**src/rtl/axilite_mmio_slave.sv**
```systemverilog
// AXI4-Lite MMIO responder: ID/scratch/LED/interrupt control-status registers
// plus a free-running 64-bit cycle counter with a latched high half.
module axilite_mmio_slave #(
    parameter int          ADDR_WIDTH = 32,
    parameter logic [31:0] ID_VALUE   = 32'h50415244
) (
    input  logic                  uncoreclk,
    input  logic                  uncore_rstn,
    input  logic [ADDR_WIDTH-1:0] s_axilite_awaddr,
    input  logic                  s_axilite_awvalid,
    output logic                  s_axilite_awready,
    input  logic [31:0]           s_axilite_wdata,
    input  logic [3:0]            s_axilite_wstrb,
    input  logic                  s_axilite_wvalid,
    output logic                  s_axilite_wready,
    output logic [1:0]            s_axilite_bresp,
    output logic                  s_axilite_bvalid,
    input  logic                  s_axilite_bready,
    input  logic [ADDR_WIDTH-1:0] s_axilite_araddr,
    input  logic                  s_axilite_arvalid,
    output logic                  s_axilite_arready,
    output logic [31:0]           s_axilite_rdata,
    output logic [1:0]            s_axilite_rresp,
    output logic                  s_axilite_rvalid,
    input  logic                  s_axilite_rready,
    input  logic                  intr0,
    input  logic                  intr1,
    output logic [7:0]            led,
    output logic                  irq
);
    localparam logic [1:0] RESP_OKAY   = 2'b00;
    localparam logic [1:0] RESP_SLVERR = 2'b10;

    localparam logic [5:0] OFF_ID      = 6'd0;
    localparam logic [5:0] OFF_SCRATCH = 6'd1;
    localparam logic [5:0] OFF_LED     = 6'd2;
    localparam logic [5:0] OFF_STATUS  = 6'd3;
    localparam logic [5:0] OFF_ENABLE  = 6'd4;
    localparam logic [5:0] OFF_CYC_LO  = 6'd5;
    localparam logic [5:0] OFF_CYC_HI  = 6'd6;

    // one-entry AW / W holding buffers
    logic        aw_full, w_full;
    logic [5:0]  aw_off;
    logic [31:0] w_data;
    logic [3:0]  w_strb;

    // register file
    logic [31:0] scratch;
    logic [1:0]  intr_status, intr_enable, intr_prev;
    logic [63:0] cycle;
    logic [31:0] cycle_hi_shadow;

    logic        aw_hs, w_hs, ar_hs, commit, wr_err, rd_err;
    logic [5:0]  wr_off, rd_off;
    logic [31:0] wr_data, rd_value;
    logic [3:0]  wr_strb;
    logic [1:0]  intr_rise, intr_clr;

    // only addr[7:2] is decoded; the rest is intentionally dropped
    logic unused_addr;
    assign unused_addr = ^{s_axilite_awaddr[ADDR_WIDTH-1:8], s_axilite_awaddr[1:0],
                           s_axilite_araddr[ADDR_WIDTH-1:8], s_axilite_araddr[1:0]};

    assign s_axilite_awready = !aw_full && !s_axilite_bvalid;
    assign s_axilite_wready  = !w_full && !s_axilite_bvalid;
    assign s_axilite_arready = !s_axilite_rvalid;

    assign aw_hs = s_axilite_awvalid && s_axilite_awready;
    assign w_hs  = s_axilite_wvalid && s_axilite_wready;
    assign ar_hs = s_axilite_arvalid && s_axilite_arready;

    // a handshake this cycle counts as a full buffer so AW+W in cycle N gives B in N+1
    assign wr_off  = aw_full ? aw_off : s_axilite_awaddr[7:2];
    assign wr_data = w_full ? w_data : s_axilite_wdata;
    assign wr_strb = w_full ? w_strb : s_axilite_wstrb;
    assign commit  = (aw_full || aw_hs) && (w_full || w_hs);
    assign wr_err  = wr_off > OFF_CYC_HI;
    assign rd_off  = s_axilite_araddr[7:2];

    assign intr_rise = {intr1, intr0} & ~intr_prev;
    assign intr_clr  = (commit && wr_off == OFF_STATUS && wr_strb[0]) ? wr_data[1:0] : 2'b00;

    function automatic logic [31:0] apply_strb(input logic [31:0] old_v, input logic [31:0] new_v,
                                               input logic [3:0] strb);
        logic [31:0] res;
        for (int i = 0; i < 4; i++)
            res[8*i +: 8] = strb[i] ? new_v[8*i +: 8] : old_v[8*i +: 8];
        return res;
    endfunction

    // read mux: decode the AR offset against current register state
    always_comb begin
        rd_value = 32'h0;
        rd_err   = 1'b0;
        case (rd_off)
            OFF_ID:      rd_value = ID_VALUE;
            OFF_SCRATCH: rd_value = scratch;
            OFF_LED:     rd_value = {24'h0, led};
            OFF_STATUS:  rd_value = {30'h0, intr_status};
            OFF_ENABLE:  rd_value = {30'h0, intr_enable};
            OFF_CYC_LO:  rd_value = cycle[31:0];
            OFF_CYC_HI:  rd_value = cycle_hi_shadow;
            default:     rd_err   = 1'b1;
        endcase
    end

    // write channel: buffer AW/W independently, commit when both present, hold B until bready
    always_ff @(posedge uncoreclk or negedge uncore_rstn) begin
        if (!uncore_rstn) begin
            aw_full          <= 1'b0;
            w_full           <= 1'b0;
            aw_off           <= 6'h0;
            w_data           <= 32'h0;
            w_strb           <= 4'h0;
            s_axilite_bvalid <= 1'b0;
            s_axilite_bresp  <= RESP_OKAY;
        end else begin
            if (commit) begin
                aw_full <= 1'b0;
                w_full  <= 1'b0;
            end else begin
                if (aw_hs) begin
                    aw_full <= 1'b1;
                    aw_off  <= s_axilite_awaddr[7:2];
                end
                if (w_hs) begin
                    w_full <= 1'b1;
                    w_data <= s_axilite_wdata;
                    w_strb <= s_axilite_wstrb;
                end
            end
            if (commit) begin
                s_axilite_bvalid <= 1'b1;
                s_axilite_bresp  <= wr_err ? RESP_SLVERR : RESP_OKAY;
            end else if (s_axilite_bvalid && s_axilite_bready) begin
                s_axilite_bvalid <= 1'b0;
            end
        end
    end

    // register updates; interrupt rising edges win over a same-cycle W1C
    always_ff @(posedge uncoreclk or negedge uncore_rstn) begin
        if (!uncore_rstn) begin
            scratch     <= 32'h0;
            led         <= 8'h0;
            intr_enable <= 2'b00;
            intr_status <= 2'b00;
            intr_prev   <= 2'b00;
            irq         <= 1'b0;
        end else begin
            if (commit) begin
                case (wr_off)
                    OFF_SCRATCH: scratch <= apply_strb(scratch, wr_data, wr_strb);
                    OFF_LED:     if (wr_strb[0]) led <= wr_data[7:0];
                    OFF_ENABLE:  if (wr_strb[0]) intr_enable <= wr_data[1:0];
                    default:     ;
                endcase
            end
            intr_status <= (intr_status & ~intr_clr) | intr_rise;
            intr_prev   <= {intr1, intr0};
            irq         <= |(intr_status & intr_enable);
        end
    end

    // free-running cycle counter; a CYCLE_LO read latches the high half for a coherent pair
    always_ff @(posedge uncoreclk or negedge uncore_rstn) begin
        if (!uncore_rstn) begin
            cycle           <= 64'h0;
            cycle_hi_shadow <= 32'h0;
        end else begin
            cycle <= cycle + 64'd1;
            if (ar_hs && rd_off == OFF_CYC_LO)
                cycle_hi_shadow <= cycle[63:32];
        end
    end

    // read channel: register data on AR handshake, hold until rready
    always_ff @(posedge uncoreclk or negedge uncore_rstn) begin
        if (!uncore_rstn) begin
            s_axilite_rvalid <= 1'b0;
            s_axilite_rdata  <= 32'h0;
            s_axilite_rresp  <= RESP_OKAY;
        end else if (ar_hs) begin
            s_axilite_rvalid <= 1'b1;
            s_axilite_rdata  <= rd_value;
            s_axilite_rresp  <= rd_err ? RESP_SLVERR : RESP_OKAY;
        end else if (s_axilite_rvalid && s_axilite_rready) begin
            s_axilite_rvalid <= 1'b0;
        end
    end
endmodule

```
**config.mk**
```make
export PLATFORM = sky130hd
export DESIGN_NAME = axilite_mmio_slave
export DESIGN_NICKNAME = d
export VERILOG_FILES = /design/src/rtl/axilite_mmio_slave.sv
export SDC_FILE = /design/constraint.sdc
export NUM_CORES = 1
export LEC_CHECK = 0
export CORE_ASPECT_RATIO = 1.2
export CORE_UTILIZATION = 38
export DETAILED_ROUTE_END_ITERATION = 12
export PLACE_DENSITY = 0.63
export SLEW_MARGIN = 5
export SYNTH_ARGS = -nofsm -noshare
export SYNTH_HDL_FRONTEND = slang
export SYNTH_SLANG_ARGS = --single-unit
```
**constraint.sdc**
```tcl
create_clock -name uncoreclk -period 3.7 [get_ports uncoreclk]
set_input_delay 0.37 -clock uncoreclk [delete_from_list [all_inputs] [get_ports uncoreclk]]
set_output_delay 0.37 -clock uncoreclk [all_outputs]
set_load 0.02 [all_outputs]
```
==> results.sh <==
export IMPL_ys_async_sr_fraction_pct=100
export IMPL_io_pins=159
export IMPL_wl_per_cell_um=18.4
export IMPL_multi_input_area_mm2=0.00422
export IMPL_yosysWarnings=0
export IMPL_grt_setup_unrepaired="no"
export IMPL_antenna_found_initial=0
export IMPL_place_ws_ps=821
export IMPL_slew_violations=0
export IMPL_cp_required_ps=4100
export IMPL_portBuffers=104
export IMPL_final_setup_tns_ps=0
export IMPL_max_freq_mhz=376
export IMPL_dp_cells=1227
export IMPL_place_gp_congestion=0.828
export IMPL_slowest_stage="dfrtp_1"
export IMPL_synth_area_mm2=0.0100
export IMPL_worst_hold_path_endpoint="intr_prev[1]$_DFF_PN0_"
export IMPL_cts_resized_gates=0
export IMPL_reg2regPathDepth=5
export IMPL_r2r_end="scratch[1]$_DFFE_PN0P_"
export IMPL_ant_nets=0
export IMPL_post_synth_top_area_fraction_pct=55.7
export IMPL_yosysSeqAreaShare_pct=55.7
export IMPL_vias_per_cell=5.34
export IMPL_drive_gt1_share_pct=22.4
export IMPL_syn_to_final_growth_pct=23.3
export IMPL_cts_hold_buf=1
export IMPL_clock_path_buffers=3
export IMPL_clkTransAtPathRegs_ps=60
export IMPL_syn_area_per_cell_um2=12.3
export IMPL_first_global_vias=6891
export IMPL_worst_setup_path_end_kind="flip-flop"
export IMPL_seq_area_mm2=0.00558
export IMPL_synthCells=816
export IMPL_grt_pass1_wl_um=38300
export IMPL_ys_types=51
export IMPL_maxCapViolCount=0
export IMPL_hold_class="in -> reg"
export IMPL_cts_tree="built"
export IMPL_stdcell_count=1272
export IMPL_post_cts_setup_buffers=0
export IMPL_final_hold_viol_count=0
export IMPL_synth_top_area_cell="dfrtp_1"
export IMPL_htreeDepth=1
export IMPL_critPathKind="reg -> reg"
export IMPL_grt_ovfl_total=0
export IMPL_final_nets=1034
export IMPL_synth_most_common_cell="dfrtp_1"
export IMPL_synthTopCellsByArea="dfrtp_1, mux2_2, xnor2_1"
export IMPL_timing_final_crit_period_ps=2660
export IMPL_drtIter0Drc=312
export IMPL_numCtsBuffers=24
export IMPL_yosys_top_cells_count="dfrtp_1, mux2_2, nand2_1"
export IMPL_skew_ps=11.6
export IMPL_max_slew_margin_pct=38.5
export IMPL_cp_start_kind="flip-flop"
export IMPL_max_stage_delay_ps=580
export IMPL_worstHoldStart="intr1"
export IMPL_ys_flop_type="dfrtp_1"
export IMPL_grt_max_degree=119
export IMPL_drc_errors=0
export IMPL_wirelength_um=23400
export IMPL_row_count=64
export IMPL_vias=6798
export IMPL_clk_latency_ps=510
export IMPL_fp_dieW_um=150
export IMPL_fin_ws_ps=1040
export IMPL_synth_edf_count=0
export IMPL_hold_ws_ps=339
export IMPL_initial_core_util_pct=39.0
export IMPL_arrival_ps=3060
export IMPL_status="finished, final reports clean"
export IMPL_critPathMaxFanout=12
export IMPL_pwr_density_cell_mw_per_mm2=568
export IMPL_period_share_pct=71.8
export IMPL_r2r_start="aw_full$_DFFE_PN0P_"
export IMPL_clock_sinks=223
export IMPL_insertedDiodeCount=0
export IMPL_setup_viol=0
export IMPL_die_area_mm2=0.0270
export IMPL_worstHoldPathCells=1
export IMPL_p_leak_nw=5.64
export IMPL_synth_seq_cells=223
export IMPL_core_area_mm2=0.0257
export IMPL_fillCellCount=2275
export IMPL_drtPass1Iterations=4
export IMPL_clockRootBuffer="clkbuf_16"
export IMPL_path_cells="nor4b_1, o21ai_2, nor3_2, nand2b_1, mux2_2"
export IMPL_worstMarginPinSlew_ps=922
export IMPL_dpl_hpwl_um=16200
export IMPL_r2r_slack_ps=1040
export IMPL_ir_worst_vdd_mv=0.310
export IMPL_die_h_um=180
export IMPL_grt_use_total_pct=17.9
-- cells in the final DEF (no fill, tap or decap), drive strengths merged, types with 24 or more instances in the layout --
| cell type | n |
|---|---|
| dfrtp | 223 |
| mux2 | 137 |
| clkdlybuf4s50 | 103 |
| nand2 | 60 |
| xnor2 | 40 |
| clkbuf | 32 |
| nand3 | 29 |
| a21oi | 29 |
| nand4 | 25 |
| a22oi | 24 |
-- through the flow --
step           instance area (um^2)  utilization (%)  power [W]
2_1_floorplan                 10000                -    0.00390
3_3_place_gp                  11400             44.5    0.00430
3_5_place_dp                  11400             44.5    0.00435
4_1_cts                       12400             48.1    0.00708
5_1_grt                       12400             48.1    0.00733
6_report                      12400             48.1    0.00702
-- worst max path at each step --
stage / start / end / slack, ps
floorplan: s_axilite_bvalid$_DFFE_PN0P_ / intr_enable[0]$_DFFE_PN0P_ / 1590
global placement: s_axilite_awaddr[5] / scratch[4]$_DFFE_PN0P_ / 870
detailed placement: s_axilite_awaddr[5] / scratch[1]$_DFFE_PN0P_ / 820
CTS: aw_full$_DFFE_PN0P_ / scratch[1]$_DFFE_PN0P_ / 1010
global route: aw_full$_DFFE_PN0P_ / scratch[1]$_DFFE_PN0P_ / 840
finish: aw_full$_DFFE_PN0P_ / scratch[1]$_DFFE_PN0P_ / 1040
-- cells by family (layout without fill, tap and decap cells) --
logic type	after synthesis	count (layout)	synth area share (%)
buffers and inverters	54	179	2.29
AO/OA/AOI/OAI	116	116	7.87
other	1	2	0.0374
AND/OR/NAND/NOR	203	203	11.3
adder cells (fa/ha/maj)	1	1	0.125
flip-flops	223	223	55.7
XOR/XNOR	62	62	5.42
multiplexers	156	156	17.3
-- report_power, final --
part           internal (W)  switching [W]
clock network       0.00173       0.000986
registers           0.00284       0.000235
logic              0.000674       0.000548
total               0.00525        0.00177
-- area by class of cell --
cell class / instances / area share, %
flip-flops and latches: 223 / 45.2
multi-input cells: 540 / 34.2
well taps: 330 / 3.34
repair buffers: 118 / 9.44
inverters: 17 / 0.517
clock inverters: 12 / 1.75
clock buffers: 32 / 5.60
-- worst max-delay path: cells and delay by family, from the launching register on --
kind	cells	cell delay (ps)
muxes	1	400
and+or+nand+nor	3	1370
DFF	1	580
AOI/OAI and AO/OA	1	190
-- flip-flops by register name, indices dropped and copies added (netlist names) --
signal,count
scratch,32
intr_enable,2
intr_prev,2
w_full,1
aw_full,1
w_data,32
cycle,64
cycle_hi_shadow,32
intr_status,2
irq,1
s_axilite_rvalid,1
s_axilite_bvalid,1
w_strb,4
s_axilite_rdata,32
aw_off,6
s_axilite_rresp,1
s_axilite_bresp,1
led,8
-- layer usage --
| metal | GRT usage, % | vias to the layer above | routed length (um) |
|---|---|---|---|
| met5 | 0 | - | 0 |
| met4 | 5.05 | 0 | 485 |
| met3 | 1.55 | 41 | 797 |
| met2 | 29.6 | 125 | 11500 |
| met1 | 25.0 | 3475 | 10700 |
| li1 | - | 3157 | - |
Power figures use the tool's default switching activity.
